==> config.mk <==
export PLATFORM = sky130hd
export DESIGN_NAME = pic_prio_ctrl_flat
export DESIGN_NICKNAME = d
export VERILOG_FILES = /design/src/rtl/pic_prio_ctrl_if.sv /design/src/rtl/pic_prio_ctrl.sv /design/src/flat_wrapper.sv
export SDC_FILE = /design/constraint.sdc
export NUM_CORES = 1
export LEC_CHECK = 0
export ABC_AREA = 1
export BUFFER_PORTS_ARGS = -buffer_cell sky130_fd_sc_hd__buf_2
export CAP_MARGIN = 20
export CORE_ASPECT_RATIO = 1.4
export CORE_UTILIZATION = 51
export DETAILED_ROUTE_END_ITERATION = 8
export MAX_ROUTING_LAYER = met4
export PLACE_DENSITY = 0.83
export SLEW_MARGIN = 20
export SYNTH_ARGS = -nofsm -noshare
export SYNTH_HDL_FRONTEND = slang
export SYNTH_SLANG_ARGS = --single-unit
==> constraint.sdc <==
create_clock -name clk -period 1.4 [get_ports clk]
set_input_delay 0.07 -clock clk [delete_from_list [all_inputs] [get_ports clk]]
set_output_delay 0.07 -clock clk [all_outputs]
set_load 0.005 [all_outputs]
==> src/rtl/pic_prio_ctrl_if.sv <==
// Bus between the interrupt controller and the core/request side.
// master = core side (drives requests, enables, ack/eoi), slave = controller.
interface pic_prio_ctrl_if #(
    parameter int N_SRC = 8
);
    localparam int ID_W = $clog2(N_SRC);

    logic [N_SRC-1:0] int_req;
    logic [N_SRC-1:0] src_en;
    logic [N_SRC-1:0] edge_mode;
    logic             int_ack;
    logic             int_eoi;
    logic             int_o;
    logic [ID_W-1:0]  int_id;
    logic             in_service;
    logic [N_SRC-1:0] int_pending;

    modport master (
        output int_req, src_en, edge_mode, int_ack, int_eoi,
        input  int_o, int_id, in_service, int_pending
    );

    modport slave (
        input  int_req, src_en, edge_mode, int_ack, int_eoi,
        output int_o, int_id, in_service, int_pending
    );
endinterface

==> src/rtl/pic_prio_ctrl.sv <==
// Fixed-priority interrupt controller: synchronises request lines, latches
// edge-mode requests, masks with per-source enables and presents the lowest
// index eligible source to the core with an ack/EOI handshake.
//
// state | meaning
// ------+---------------------------------------------------------------
// IDLE  | nothing presented; picks a winner as soon as one is eligible
// REQ   | int_o high, int_id frozen until the core acks
// SVC   | in service; waits for EOI, new requests only accumulate
module pic_prio_ctrl #(
    parameter int N_SRC       = 8,
    parameter int SYNC_STAGES = 2
) (
    input  logic             clk,
    input  logic             rst,
    pic_prio_ctrl_if.slave   bus
);
    localparam int ID_W = $clog2(N_SRC);

    typedef enum logic [1:0] {
        ST_IDLE = 2'd0,
        ST_REQ  = 2'd1,
        ST_SVC  = 2'd2
    } state_t;

    state_t            r_state;
    state_t            w_state_nxt;
    logic [N_SRC-1:0]  r_sync [SYNC_STAGES];
    logic [N_SRC-1:0]  r_req_s_d;
    logic [N_SRC-1:0]  r_pend_edge;
    logic [ID_W-1:0]   r_id;
    logic [N_SRC-1:0]  w_req_s;
    logic [N_SRC-1:0]  w_edge;
    logic [N_SRC-1:0]  w_clr;
    logic [N_SRC-1:0]  w_pending;
    logic [N_SRC-1:0]  w_eligible;
    logic [ID_W-1:0]   w_winner;
    logic              w_any;
    logic              w_ack_take;

    assign w_req_s    = r_sync[SYNC_STAGES-1];
    // Edge history only arms latching for sources configured as edge-triggered.
    assign w_edge     = w_req_s & ~r_req_s_d & bus.edge_mode;
    assign w_ack_take = (r_state == ST_REQ) && bus.int_ack;
    // Level sources bypass the latch: pending simply follows the synced line.
    assign w_pending  = (bus.edge_mode & r_pend_edge) | (~bus.edge_mode & w_req_s);
    assign w_eligible = w_pending & bus.src_en;
    assign w_any      = |w_eligible;

    // Request synchroniser chain plus one delayed copy for edge detection.
    always_ff @(posedge clk or posedge rst) begin
        if (rst) begin
            for (int s = 0; s < SYNC_STAGES; s++) begin
                r_sync[s] <= '0;
            end
            r_req_s_d <= '0;
        end else begin
            r_sync[0] <= bus.int_req;
            for (int s = 1; s < SYNC_STAGES; s++) begin
                r_sync[s] <= r_sync[s-1];
            end
            r_req_s_d <= w_req_s;
        end
    end

    // Clear mask for the acked source; only meaningful in the ack cycle.
    always_comb begin
        w_clr = '0;
        if (w_ack_take) begin
            w_clr[r_id] = 1'b1;
        end
    end

    // Edge pending latch; a fresh edge in the ack cycle wins over the clear.
    always_ff @(posedge clk or posedge rst) begin
        if (rst) begin
            r_pend_edge <= '0;
        end else begin
            r_pend_edge <= (r_pend_edge & ~w_clr) | w_edge;
        end
    end

    // Fixed priority: lowest set index of the eligible vector wins.
    always_comb begin
        w_winner = '0;
        for (int i = N_SRC - 1; i >= 0; i--) begin
            if (w_eligible[i]) begin
                w_winner = ID_W'(i);
            end
        end
    end

    // Presented id is captured only when leaving IDLE and then held.
    always_ff @(posedge clk or posedge rst) begin
        if (rst) begin
            r_id <= '0;
        end else if (r_state == ST_IDLE && w_any) begin
            r_id <= w_winner;
        end
    end

    // FSM state register.
    always_ff @(posedge clk or posedge rst) begin
        if (rst) begin
            r_state <= ST_IDLE;
        end else begin
            r_state <= w_state_nxt;
        end
    end

    // FSM next-state logic; ack wins over a simultaneous EOI in REQ.
    always_comb begin
        w_state_nxt = r_state;
        case (r_state)
            ST_IDLE: if (w_any)       w_state_nxt = ST_REQ;
            ST_REQ:  if (bus.int_ack) w_state_nxt = ST_SVC;
            ST_SVC:  if (bus.int_eoi) w_state_nxt = ST_IDLE;
            default:                  w_state_nxt = ST_IDLE;
        endcase
    end

    // FSM outputs, all derived from registered state.
    always_comb begin
        bus.int_o       = (r_state == ST_REQ);
        bus.in_service  = (r_state == ST_SVC);
        bus.int_id      = r_id;
        bus.int_pending = w_pending;
    end
endmodule
==> src/flat_wrapper.sv <==
// flat-port wrapper written by rule: the top's interface ports become plain ports
module pic_prio_ctrl_flat 
#(
    parameter int N_SRC       = 8,
    parameter int SYNC_STAGES = 2
)
  (clk, rst, bus_int_req, bus_src_en, bus_edge_mode, bus_int_ack, bus_int_eoi, bus_int_o, bus_int_id, bus_in_service, bus_int_pending);
  pic_prio_ctrl_if #(.N_SRC(N_SRC)) bus_i ();
  input  logic clk;
  input  logic rst;
  input wire logic [$bits(bus_i.int_req)-1:0] bus_int_req;
  input wire logic [$bits(bus_i.src_en)-1:0] bus_src_en;
  input wire logic [$bits(bus_i.edge_mode)-1:0] bus_edge_mode;
  input wire logic [$bits(bus_i.int_ack)-1:0] bus_int_ack;
  input wire logic [$bits(bus_i.int_eoi)-1:0] bus_int_eoi;
  output wire logic [$bits(bus_i.int_o)-1:0] bus_int_o;
  output wire logic [$bits(bus_i.int_id)-1:0] bus_int_id;
  output wire logic [$bits(bus_i.in_service)-1:0] bus_in_service;
  output wire logic [$bits(bus_i.int_pending)-1:0] bus_int_pending;
  assign bus_i.int_req = bus_int_req;
  assign bus_i.src_en = bus_src_en;
  assign bus_i.edge_mode = bus_edge_mode;
  assign bus_i.int_ack = bus_int_ack;
  assign bus_i.int_eoi = bus_int_eoi;
  assign bus_int_o = bus_i.int_o;
  assign bus_int_id = bus_i.int_id;
  assign bus_in_service = bus_i.in_service;
  assign bus_int_pending = bus_i.int_pending;
  pic_prio_ctrl #(.N_SRC(N_SRC), .SYNC_STAGES(SYNC_STAGES)) u_core (.clk(clk), .rst(rst), .bus(bus_i));
endmodule
# Word-level counts from Yosys, hierarchy flattened
# Index checks and enable logic that the tools add are counted.
# Widths: inputs -> output; s select.
# word_totals
ff_bits	37
latch_bits	0
ram_bits	0
romBits	0
inputBits	28
output_inout_bits	13
word_cells	45
n_memories	0
# op_classes
add_sub_neg	0
multipliers	0
n_div	0
n_lt_le_gt_ge	2
n_eq_ne	5
n_shift	0
muxes	15
n_bitwise	11
reduce_logical	6
# ops
operator	n
$and 8x8->8	6
$mux 3	8
$not 8->8	3
$or 8x8->8	2
$mux 8	1
$reduce_or 8->1	1
$mux 2	3
$pmux 2 s3	1
$lt 3x4->1 const B	1
$ne 2x2->1 const B	2
$demux 1 s3	1
$ge 3x1->1 const B	1
$logic_and 1x1->1	3
$reduce_and 3->1	1
$eq 2x1->1 const B	1
$eq 2x2->1 const B	1
$logic_not 2->1	1
$ne 2x1->1 const B	1
$mux 1	1

# Longest topological paths before layout
# Gate-level depths: netlist of the first run.
# depth
depth_word	12
ltp_mapped	12
depth_no_buf	12

# Worst setup path before layout of the first run
# No wires, ideal clock.
# synth_timing
kind	reg-to-reg
from	reg u_core.r_sync (netlist bit u_core.w_req_s[4])
to	reg u_core.r_id[1] (netlist: u_core.bus.int_id[1])
setup_time_ns	0.118
arrival_time_ns	1.089
required_ns	1.282
path_slack_ns	0.194
stages_incl_launch_ff	9
n_path_buf	0
period_less_slack_ns	1.206
path_cell_list	dfrtp_1 or2_1 nand3_2 nand2_2 nor2_4 nand2_2 nand2_4 nand3b_1 nand2_1
# synth_via
elab_chain_cells	8
word_cells_on_any_way	10
classes_between	mux: 5; bitwise: 3; reduce/logical: 2
# synth_rtl
element	line	text
from (decl)	pic_prio_ctrl.sv:28	logic [N_SRC-1:0] r_sync [SYNC_STAGES];
from (signal, indexed assignment)	pic_prio_ctrl.sv:60	r_sync[s] <= r_sync[s-1];
$and 8x8->8 (*)	pic_prio_ctrl.sv:46	assign w_pending = (bus.edge_mode & r_pend_edge) | (~bus.edge_mode & w_req_s);
$or 8x8->8 (*)	pic_prio_ctrl.sv:46	
$and 8x8->8 (*)	pic_prio_ctrl.sv:47	assign w_eligible = w_pending & bus.src_en;
$mux 3 (5 in a row)	pic_prio_ctrl.sv:87	if (w_eligible[i]) begin
to (signal assigned)	pic_prio_ctrl.sv:98	r_id <= w_winner;
to (decl)	pic_prio_ctrl.sv:31	logic [ID_W-1:0] r_id;
# Every way passes the cells marked *; elsewhere a longest branch is shown, timed or not.
# A chain may end at the register's enable or synchronous reset.

# Final worst setup path of the first run
# layout_timing
from	reg u_core.r_state[1]
to	reg u_core.r_pend_edge[3]
# layout_via
elab_chain_cells	6
# layout_rtl
element	line	text
from (decl)	pic_prio_ctrl.sv:26	state_t r_state;
from (signal assigned)	pic_prio_ctrl.sv:107	r_state <= w_state_nxt;
$eq 2x1->1	pic_prio_ctrl.sv:44	assign w_ack_take = (r_state == ST_REQ) && bus.int_ack;
$logic_and 1x1->1	pic_prio_ctrl.sv:44	
$mux 8	pic_prio_ctrl.sv:69	if (w_ack_take) begin
$not 8->8	pic_prio_ctrl.sv:79	r_pend_edge <= (r_pend_edge & ~w_clr) | w_edge;
$and 8x8->8	pic_prio_ctrl.sv:79	
$or 8x8->8	pic_prio_ctrl.sv:79	
to (signal assigned)	pic_prio_ctrl.sv:79	
to (decl)	pic_prio_ctrl.sv:30	logic [N_SRC-1:0] r_pend_edge;
# Every way passes these cells.

==> impl_metrics.tcl, run 1 <==
set metrics [dict create \
    synth_top_family_by_area "simple AND/OR/NAND/NOR gates" \
    worstPathArrival_ns 1.48 \
    yosysWarnings 0 \
    antenna_found_initial 0 \
    synth.area.mux_share 0 \
    startpoint_type "flop" \
    layout-drive-gt1-share 0.327 \
    cts_tree "built" \
    worst_slew_pin_slew_ns 0.447 \
    hold_depth 3 \
    grt_max_degree 38 \
    ff2ff_setup_slack_ns 0.07 \
    syn_area_um2 1510 \
    yosysTopAreaCell "dfrtp_1" \
    synth_area_leaders "dfrtp_1 (61%), nand2_1 (7.7%), inv_1 (7.0%), o32ai_1 (4.1%), nor4_1 (3.3%)" \
    core-area_um2 2850 \
    slew_violations 0 \
    skew_ns 0.00737 \
    synth-simple-area-share 0.231 \
    r2r_cells 6 \
    synth.top_cell.area_share 0.614 \
    initialDrtViolationCount 23 \
    required_ns 1.55 \
    p_leak_nw 1.04 \
    slowest_stage "dfrtp_1" \
    timing.rr.end "u_core.r_pend_edge[3]" \
    overflow 0 \
    setup_viol 0 \
    whs_ns 0.0411 \
    setup-tns-final_ns 0 \
    ios 41 \
    power_density_nw_per_um2 1520 \
    end_kind "flop" \
    final_cell_count_no_fill 248 \
    syn_inst 151 \
    diodes 0 \
    viasPerCell 4.90 \
    synth.distinct_cells 20 \
    path_cells "inv_1, nand2_1, inv_2, nand2_2, nor4_1, o32ai_1" \
    cp_max_fo 9 \
    place_hpwl_um 2230 \
    fp-row-count 23 \
    dp.cells 229 \
    fillers 209 \
    ys_ff_latch 37 \
    cts_made_buffers 5 \
    drv_cap 0 \
    clock-sinks 37 \
    synth.yosys.seq_area_share 0.614 \
    area_growth_pct 32.3 \
    final_nets 239 \
    period_needed_ns 1.33 \
    rsz0062_at_grt "no" \
    die_x_um 48.0 \
    grt_use_total 0.233 \
    timing_worst_setup_path_type "reg2reg" \
    clockBufferDepth 2 \
    first_pass_iters 4 \
    hold_viol_final 0 \
    h-tree-depth 2 \
    irDropWorstVdd_v 0.00117 \
    drc 0 \
    grt_pass1_wl_um 4810 \
    clock_latency_ns 0.29 \
    yosys.area_share.adder 0 \
    ant_nets 0 \
    status "completed" \
    synthesis.nets 179 \
    max_slew_margin 0.702 \
    hold_path.class "in2reg" \
    min_to "u_core.r_pend_edge[6]" \
    avgRoutedWirePerCell_um 12.2 \
    grt_pass1_vias 1251 \
    synth_compound_area_frac 0.0713 \
    synth_area_per_cell_um2 9.99 \
    fmax_mhz 755 \
    reg2reg_from "u_core.r_state[1]" \
    port_buffers 40 \
    crit_family "simple AND/OR/NAND/NOR gates" \
    vias 1215 \
    dieHeight_um 66.4 \
    clockRootBuffer "clkbuf_8" \
    crit_buf_inv 2 \
    min_period_over_period 0.947 \
    initial_core_util 0.530 \
    die-area_um2 3180 \
    clkTransAtPathRegs_ns 0.07 \
    synth-xor-area-share 0 \
    gp_congestion 0.782 \
    routed_wl_um 3020 \
    min-delay-start "bus_edge_mode[6]" \
    critPathMaxStageDelay_ns 0.38 \
]
[logic make-up after synthesis]
group | Yosys count
flip-flops | 37
AO/OA/AOI/OAI | 14
AND/OR/NAND/NOR | 66
buffers and inverters | 34
[sequential cells by signal, summed over array words and instances (netlist names)]
register and flops:
u_core.w_req_s 8, u_core.r_state 2, u_core.r_req_s_d 8, u_core.r_sync 8
u_core.r_pend_edge 8, u_core.bus.int_id 3
[area by class of cell]
cell class	count	area, µm²	share of cell area
inverter	34	128	0.0639
tap	37	46.3	0.0232
clock buffer	7	86.3	0.0432
multi-input combinational	80	485	0.243
sequential	37	926	0.464
timing repair buffer	53	325	0.163
[worst max path at each step]
stage	startpoint	endpoint	slack (ns)	depth (start not counted)
2_1_floorplan	u_core.w_req_s[4]	u_core.bus.int_id[1]	0.19	8
3_3_place_gp	u_core.r_state[1]	u_core.r_pend_edge[7]	0.10	6
3_5_place_dp	u_core.r_state[1]	u_core.r_pend_edge[6]	0.06	6
4_1_cts	u_core.r_state[1]	u_core.r_pend_edge[6]	0.05	6
5_1_grt	u_core.w_req_s[1]	u_core.bus.int_id[1]	0.006	9
6_report	u_core.r_state[1]	u_core.r_pend_edge[3]	0.07	6
[Yosys cell counts, drive strengths merged]
cell type  number
dfrtp          37
nand2          36
inv            34
nand3           8
nor4            8
o32ai           7
nor2            6
and2            5
o21ai           3
nand3b          2
o21a            2
a31o            1
o31ai           1
or2             1
[per-layer routing]
layer,vias to the layer above,share of wire,track usage
li1,600,-,-
met3,8,0.048,0.0874
met4,0,0.022,0.139
met2,34,0.55,0.385
met5,-,0,-
met1,573,0.38,0.214
[cell usage in the layout, fill, tap and decap left out, drive strengths merged]
cell	count
a31o	1
and2	5
buf	42
clkbuf	7
dfrtp	37
dlygate4sd3	11
inv	34
nand2	36
nand3	8
nand3b	2
nor2	6
nor4	8
o21a	2
o21ai	3
o31ai	1
o32ai	7
or2	1
[timing repair]
action / CTS / global route
hold buffers: 11 / 0
setup endpoints to repair: 0 / 7
setup buffers: 0 / 1
gates resized for setup: 0 / 5
endpoints found under the hold margin: 47 / 0
[stage by stage]
| step | worst slack (ns) | instance area (µm²) | utilization | power (mW) |
|---|---|---|---|---|
| after CTS | 0.0493 | 1960 | 0.688 | 3.00 |
| after detailed placement | 0.0569 | 1760 | 0.619 | 2.24 |
| after global placement | 0.102 | 1760 | 0.619 | 2.19 |
| after floorplan | 0.194 | 1510 | - | 1.94 |
| final | 0.0748 | 2000 | 0.701 | 3.04 |
| after global routing | 0.00602 | 2000 | 0.701 | 3.25 |
[worst register-to-register path, stage by stage (launching register included)]
cell and delay (ns):
dfrtp_1 0.38, inv_1 0.09, nand2_1 0.09, inv_2 0.07, nand2_2 0.13, nor4_1 0.31
o32ai_1 0.14
[where the power goes]
group | internal (mW) | switching, mW
Combinational | 0.368 | 0.537
Sequential | 1.27 | 0.149
Clock | 0.390 | 0.334
Power figures use the tool's default switching activity.
==> run 2: changes to the inputs <==
--- a/config.mk
+++ b/config.mk
@@ -5,14 +5,14 @@
 export SDC_FILE = /design/constraint.sdc
 export NUM_CORES = 1
 export LEC_CHECK = 0
-export ABC_AREA = 1
 export BUFFER_PORTS_ARGS = -buffer_cell sky130_fd_sc_hd__buf_2
 export CAP_MARGIN = 20
 export CORE_ASPECT_RATIO = 1.4
-export CORE_UTILIZATION = 51
+export CORE_MARGIN = 2
+export CORE_UTILIZATION = 50
 export DETAILED_ROUTE_END_ITERATION = 8
 export MAX_ROUTING_LAYER = met4
-export PLACE_DENSITY = 0.83
+export PLACE_DENSITY = 0.82
 export SLEW_MARGIN = 20
 export SYNTH_ARGS = -nofsm -noshare
 export SYNTH_HDL_FRONTEND = slang
==> constraint.sdc (replaced) <==
create_clock -name clk -period 1.4 [get_ports clk]
set_input_delay 0.28 -clock clk [delete_from_list [all_inputs] [get_ports clk]]
set_output_delay 0.28 -clock clk [all_outputs]
set_load 0.005 [all_outputs]
==> run 2 against run 1 <==
The run now ends with setup timing left. Synthesized cell count down 28%. Wire length up 17%. Maximum frequency down 12%. Area after synthesis down 4.3%. Power up 14%. Design area up 6.7%. Setup slack worse by 0.19 ns. Utilization up 5.5 points. Critical path depth down 1. Clock power up 1%. Die area up 4.9%. Critical endpoint is now u_core.r_state[0]. Highest routed layer unchanged.
==> impl_metrics.tcl, run 2 <==
set metrics [dict create \
    grt_pass1_wl_um 5420 \
    drc 0 \
    routed_wl_um 3530 \
    ys_ff_latch 37 \
    synthMostInstantiatedCell "dfrtp_1" \
    clkTransAtPathRegs_ns 0.07 \
    viasPerCell 5.23 \
    required_ns 1.58 \
    ant_nets 0 \
    h-tree-depth 2 \
    end_kind "flop" \
    final_common_cell "dfrtp_1" \
    synth_edf_count 0 \
    fmax_mhz 662 \
    fillers 197 \
    synth_area_per_cell_um2 13.4 \
    diodes 0 \
    setup_viol 13 \
    synth.top_cell.area_share 0.641 \
    die-area_um2 3340 \
    synth.area.mux_share 0.0832 \
    final_cell_count_no_fill 223 \
    p_total_mw 3.48 \
    setup-tns-final_ns -0.980 \
    cts_tree "built" \
    grt_use_total 0.237 \
    power_density_nw_per_um2 1630 \
    grt_max_degree 38 \
    core-area_um2 2820 \
    worstPathArrival_ns 1.69 \
    dp_slack_ns -0.139 \
    hold_buffers 0 \
    synth_area_leaders "dfrtp_1 (64%), a22oi_4 (5.9%), mux2_4 (5.2%), nand2_1 (4.9%), o21ai_0 (4.9%)" \
    max_slew_margin 0.695 \
    gp_congestion 0.899 \
    avgRoutedWirePerCell_um 15.8 \
    yosys.area_share.adder 0 \
    cts_made_buffers 5 \
    status "complete, but fails checks" \
    p_leak_nw 1.05 \
    hold_path.class "in2async" \
    worst_slew_pin_slew_ns 0.458 \
    clockRootBuffer "clkbuf_8" \
    dp.cells 203 \
    fp-row-count 23 \
    drv_cap 0 \
    die_x_um 49.4 \
    synth_common_cells "dfrtp_1 (37), nand2_1 (19), o21ai_0 (14)" \
    final_nets 214 \
    rsz0062_at_grt "yes" \
    synth-xor-area-share 0 \
    min_period_over_period 1.08 \
    ios 41 \
    synth-simple-area-share 0.0806 \
    vias 1167 \
    initial_core_util 0.512 \
    startpoint_type "flop" \
    area_growth_pct 47.6 \
    violations "setup timing" \
    overflow 0 \
    timing_worst_setup_path_type "reg2reg" \
    period_needed_ns 1.51 \
    skew_ns 0.00502 \
    synth.distinct_cells 22 \
    initialDrtViolationCount 34 \
    antenna_found_initial 0 \
    ys.flop_type "dfrtp_1" \
    hold_viol_final 0 \
    synth.yosys.seq_area_share 0.641 \
    grt_pass1_vias 1239 \
    first_pass_iters 4 \
    clockBufferDepth 2 \
    final_cell_mix "dfrtp_1 (37), buf_2 (32), buf_4 (21), buf_6 (18), nand2_1 (17)" \
    async_flop_share 1.00 \
    syn_area_um2 1440 \
    layout-drive-gt1-share 0.511 \
    yosysTopAreaCell "dfrtp_1" \
    cp_max_fo 3 \
    dieHeight_um 67.6 \
    irDropWorstVdd_v 0.00106 \
    clock_latency_ns 0.29 \
    synth_top_family_by_area "compound AO/OA/AOI/OAI gates" \
    setup_slack_ns -0.111 \
    syn_inst 108 \
    clock-sinks 37 \
    slew_violations 0 \
    synth_compound_area_frac 0.185 \
    yosysWarnings 0 \
    synthesis.nets 136 \
    place_hpwl_um 2440 \
    port_buffers 40 \
]
[run 2: changes by cell type in the layout (fill, tap and decap cells not counted), moves of 8 or more]
cell | previous run | this run
buf_2 | 40 | 32
nand2_1 | 30 | 17
dlygate4sd3_1 | 11 | 0
buf_6 | 0 | 18
o21ai_0 | 0 | 14
inv_1 | 28 | 4
buf_4 | 2 | 21
mux2_4 | 0 | 9
[run 2: cell type report]
type	count	area (µm²)	area share
inverters	4	15.0	0.00705
clock buffers	7	86.3	0.0405
well taps	37	46.3	0.0217
repair buffers	71	520	0.244
multi-input cells	67	537	0.252
flip-flops and latches	37	926	0.435
[run 2: layer usage]
layer  GRT usage  wire length [µm]  up-vias
li1            -                 -      540
met1       0.239              1390      567
met2       0.410              1790       43
met3      0.0597               194       17
met4       0.153               155        0
met5           -                 0        -
[run 2: worst paths after layout]
kind | startpoint | to | slack, ns | depth (start not counted)
min in group clk | bus_int_req[3] | u_core.r_sync[11] | 0.09 | 1
hold reg to reg | u_core.r_sync[13] | u_core.w_req_s[5] | 0.35 | 0
setup / recovery | u_core.w_req_s[6] | u_core.r_state[0] | -0.11 | 5
setup reg to reg | u_core.w_req_s[6] | u_core.r_state[0] | -0.11 | 5
max in group asynchronous | rst | u_core.w_req_s[7] | 1.00 | 3
hold / removal | rst | u_core.w_req_s[4] | 0.08 | 3
[run 2: repair_timing]
item                       CTS  global route
gates resized for setup     24             3
hold endpoints to repair     0             0
pin swaps                    4             4
buffers inserted             8             5
gates cloned                 0             0
setup endpoints to repair   11            17
[run 2: logic make-up (layout without fill, tap and decap cells)]
logic type             after synthesis  count (layout)
AND/OR/NAND/NOR                     27              27
AO/OA/AOI/OAI                       31              31
multiplexers                         9               9
buffers and inverters                4              82
flip-flops                          37              37
[run 2: metrics by stage]
stage | util | instance area, µm² | hold slack (ns)
after floorplan | - | 1440 | 0.311
after global placement | 0.647 | 1830 | 0.332
after detailed placement | 0.647 | 1830 | 0.335
after CTS | 0.738 | 2080 | 0.0853
after global routing | 0.756 | 2130 | 0.0820
final | 0.756 | 2130 | 0.0757
[run 2: worst max-delay path, stage by stage, from the launching register on]
cell and delay (ns):
dfrtp_1 0.38, mux2_4 0.30, a22oi_4 0.24, buf_4 0.15, nand2_2 0.06, o31a_1 0.28
[run 2: where the power goes]
part           internal, mW  switching [mW]  leakage [nW]  total, mW
Sequential             1.27           0.174         0.419       1.44
Clock                 0.390           0.342        0.0443      0.732
Combinational         0.740           0.571         0.586       1.31
==> run 3: changes to the inputs <==
--- a/config.mk
+++ b/config.mk
@@ -9,10 +9,11 @@
 export CAP_MARGIN = 20
 export CORE_ASPECT_RATIO = 1.4
 export CORE_MARGIN = 2
-export CORE_UTILIZATION = 50
+export CORE_UTILIZATION = 53
+export CTS_BUF_LIST = sky130_fd_sc_hd__clkbuf_8
 export DETAILED_ROUTE_END_ITERATION = 8
 export MAX_ROUTING_LAYER = met4
-export PLACE_DENSITY = 0.82
+export PLACE_DENSITY = 0.86
 export SLEW_MARGIN = 20
 export SYNTH_ARGS = -nofsm -noshare
 export SYNTH_HDL_FRONTEND = slang
==> run 3 against run 2 <==
Highest routed layer unchanged. Wire length up 7.7%. The run still ends with setup timing left. Setup slack worse by 0.053 ns. Largest power group unchanged. Maximum frequency down 3.4%.
==> impl_metrics.tcl, run 3 (synthesis gave the netlist of run 2 again) <==
set metrics [dict create \
    initialDrtViolationCount 19 \
    place_hpwl_um 2210 \
    fillers 128 \
    max_slew_margin 0.696 \
    layout-drive-gt1-share 0.505 \
    cts_made_buffers 5 \
    cts_tree "built" \
    final_common_cell "dfrtp_1" \
    drv_cap 0 \
    min_period_over_period 1.12 \
    worstPathArrival_ns 1.71 \
    gp_congestion 1.06 \
    cp_max_fo 6 \
    slew_violations 0 \
    p_leak_nw 1.04 \
    overflow 0 \
    h-tree-depth 2 \
    stdcell_area_um2 2130 \
    grt_pass1_wl_um 5610 \
    seqCellArea_um2 926 \
    timing_worst_setup_path_type "reg2reg" \
    drc 0 \
    fmax_mhz 639 \
    fp-row-count 22 \
    final_nets 209 \
    final_cell_mix "dfrtp_1 (37), buf_2 (32), nand2_1 (18), buf_4 (18), buf_6 (16)" \
    setup_slack_ns -0.164 \
    diodes 0 \
    viasPerCell 5.45 \
    required_ns 1.55 \
    rsz0062_at_grt "yes" \
    routed_wl_um 3800 \
    hold_viol_final 0 \
    avgRoutedWirePerCell_um 17.4 \
    irDropWorstVdd_v 0.00117 \
    p_total_mw 3.82 \
    period_needed_ns 1.56 \
    antenna_found_initial 0 \
    status "complete, but fails checks" \
    core-area_um2 2620 \
    setup_viol 16 \
    port_buffers 40 \
    power_density_nw_per_um2 1800 \
    first_pass_iters 4 \
    initial_core_util 0.552 \
    ant_nets 0 \
    hold_path.class "in2async" \
    clkTransAtPathRegs_ns 0.07 \
    clockRootBuffer "clkbuf_8" \
    area_growth_pct 47.5 \
    clock_latency_ns 0.29 \
    grt_max_degree 38 \
    violations "setup timing" \
    grt_use_total 0.271 \
    vias 1189 \
    skew_ns 0.00278 \
    die_x_um 48.1 \
    worst_slew_pin_slew_ns 0.456 \
    ios 41 \
    multi_input_area_um2 534 \
    dieHeight_um 65.8 \
    die-area_um2 3160 \
    grt_pass1_vias 1220 \
    dpl-instance-area_um2 1820 \
    end_kind "flop" \
    clockBufferDepth 2 \
    clock-sinks 37 \
    startpoint_type "flop" \
]
-- run 3: per-stage QoR --
step | setup TNS [ns] | setup slack [ns] | hold slack, ns | cells | utilization
global route | -2.22 | -0.279 | 0.0783 | 218 | 0.814
CTS | -0.831 | -0.100 | 0.0871 | 214 | 0.797
detailed placement | -0.268 | -0.117 | 0.336 | 202 | 0.698
floorplan | -0.0400 | -0.0400 | 0.311 | 108 | -
global placement | -0.174 | -0.0849 | 0.332 | 202 | 0.698
finish | -1.23 | -0.164 | 0.0828 | 218 | 0.814
-- run 3: path summary, 6_finish.rpt --
| path | startpoint | endpoint | slack, ns | depth (start not counted) |
|---|---|---|---|---|
| worst max register to register | u_core.r_state[0] | u_core.r_pend_edge[3] | -0.16 | 4 |
| worst max-delay path | u_core.r_state[0] | u_core.r_pend_edge[3] | -0.16 | 4 |
| worst min register to register | u_core.r_sync[15] | u_core.w_req_s[7] | 0.35 | 0 |
| worst min-delay path | rst | u_core.r_pend_edge[5] | 0.08 | 3 |
| min in group clk | bus_int_req[2] | u_core.r_sync[10] | 0.09 | 1 |
| max in group asynchronous | rst | u_core.bus.int_id[2] | 1.00 | 3 |
-- run 3: repair_timing --
action / CTS / global route
pin swaps: 0 / 4
resized for setup: 20 / 4
endpoints found under the setup margin: 11 / 19
hold buffers: 0 / 0
setup buffers: 4 / 4
-- run 3: final cells by class --
| cell class | count | area share |
|---|---|---|
| clock buffers | 5 | 0.0323 |
| clock inverters | 3 | 0.0306 |
| inverters | 4 | 0.00705 |
| multi-input cells | 67 | 0.251 |
| flip-flops and latches | 37 | 0.435 |
| well taps | 36 | 0.0212 |
| repair buffers | 66 | 0.223 |
-- run 3: report_power, final --
part	internal (mW)	switching, mW	leakage [nW]
sequential	1.27	0.191	0.419
clock	0.707	0.364	0.0681
combinational	0.691	0.605	0.558
total	2.66	1.16	1.04
-- run 3: layer usage --
layer  track usage  wire (µm)  vias up
li1              -          -      522
met1         0.308       1430      587
met2         0.435       1950       69
met3        0.0962        324       11
met4        0.0878         91        0
met5             -          0        -
-- run 3: worst max-delay path, cell delays in order, from the launching register on --
cell	delay, ns
dfrtp_1	0.42
nand2_1	0.10
or3_1	0.44
o21ai_0	0.30
o21ai_0	0.16
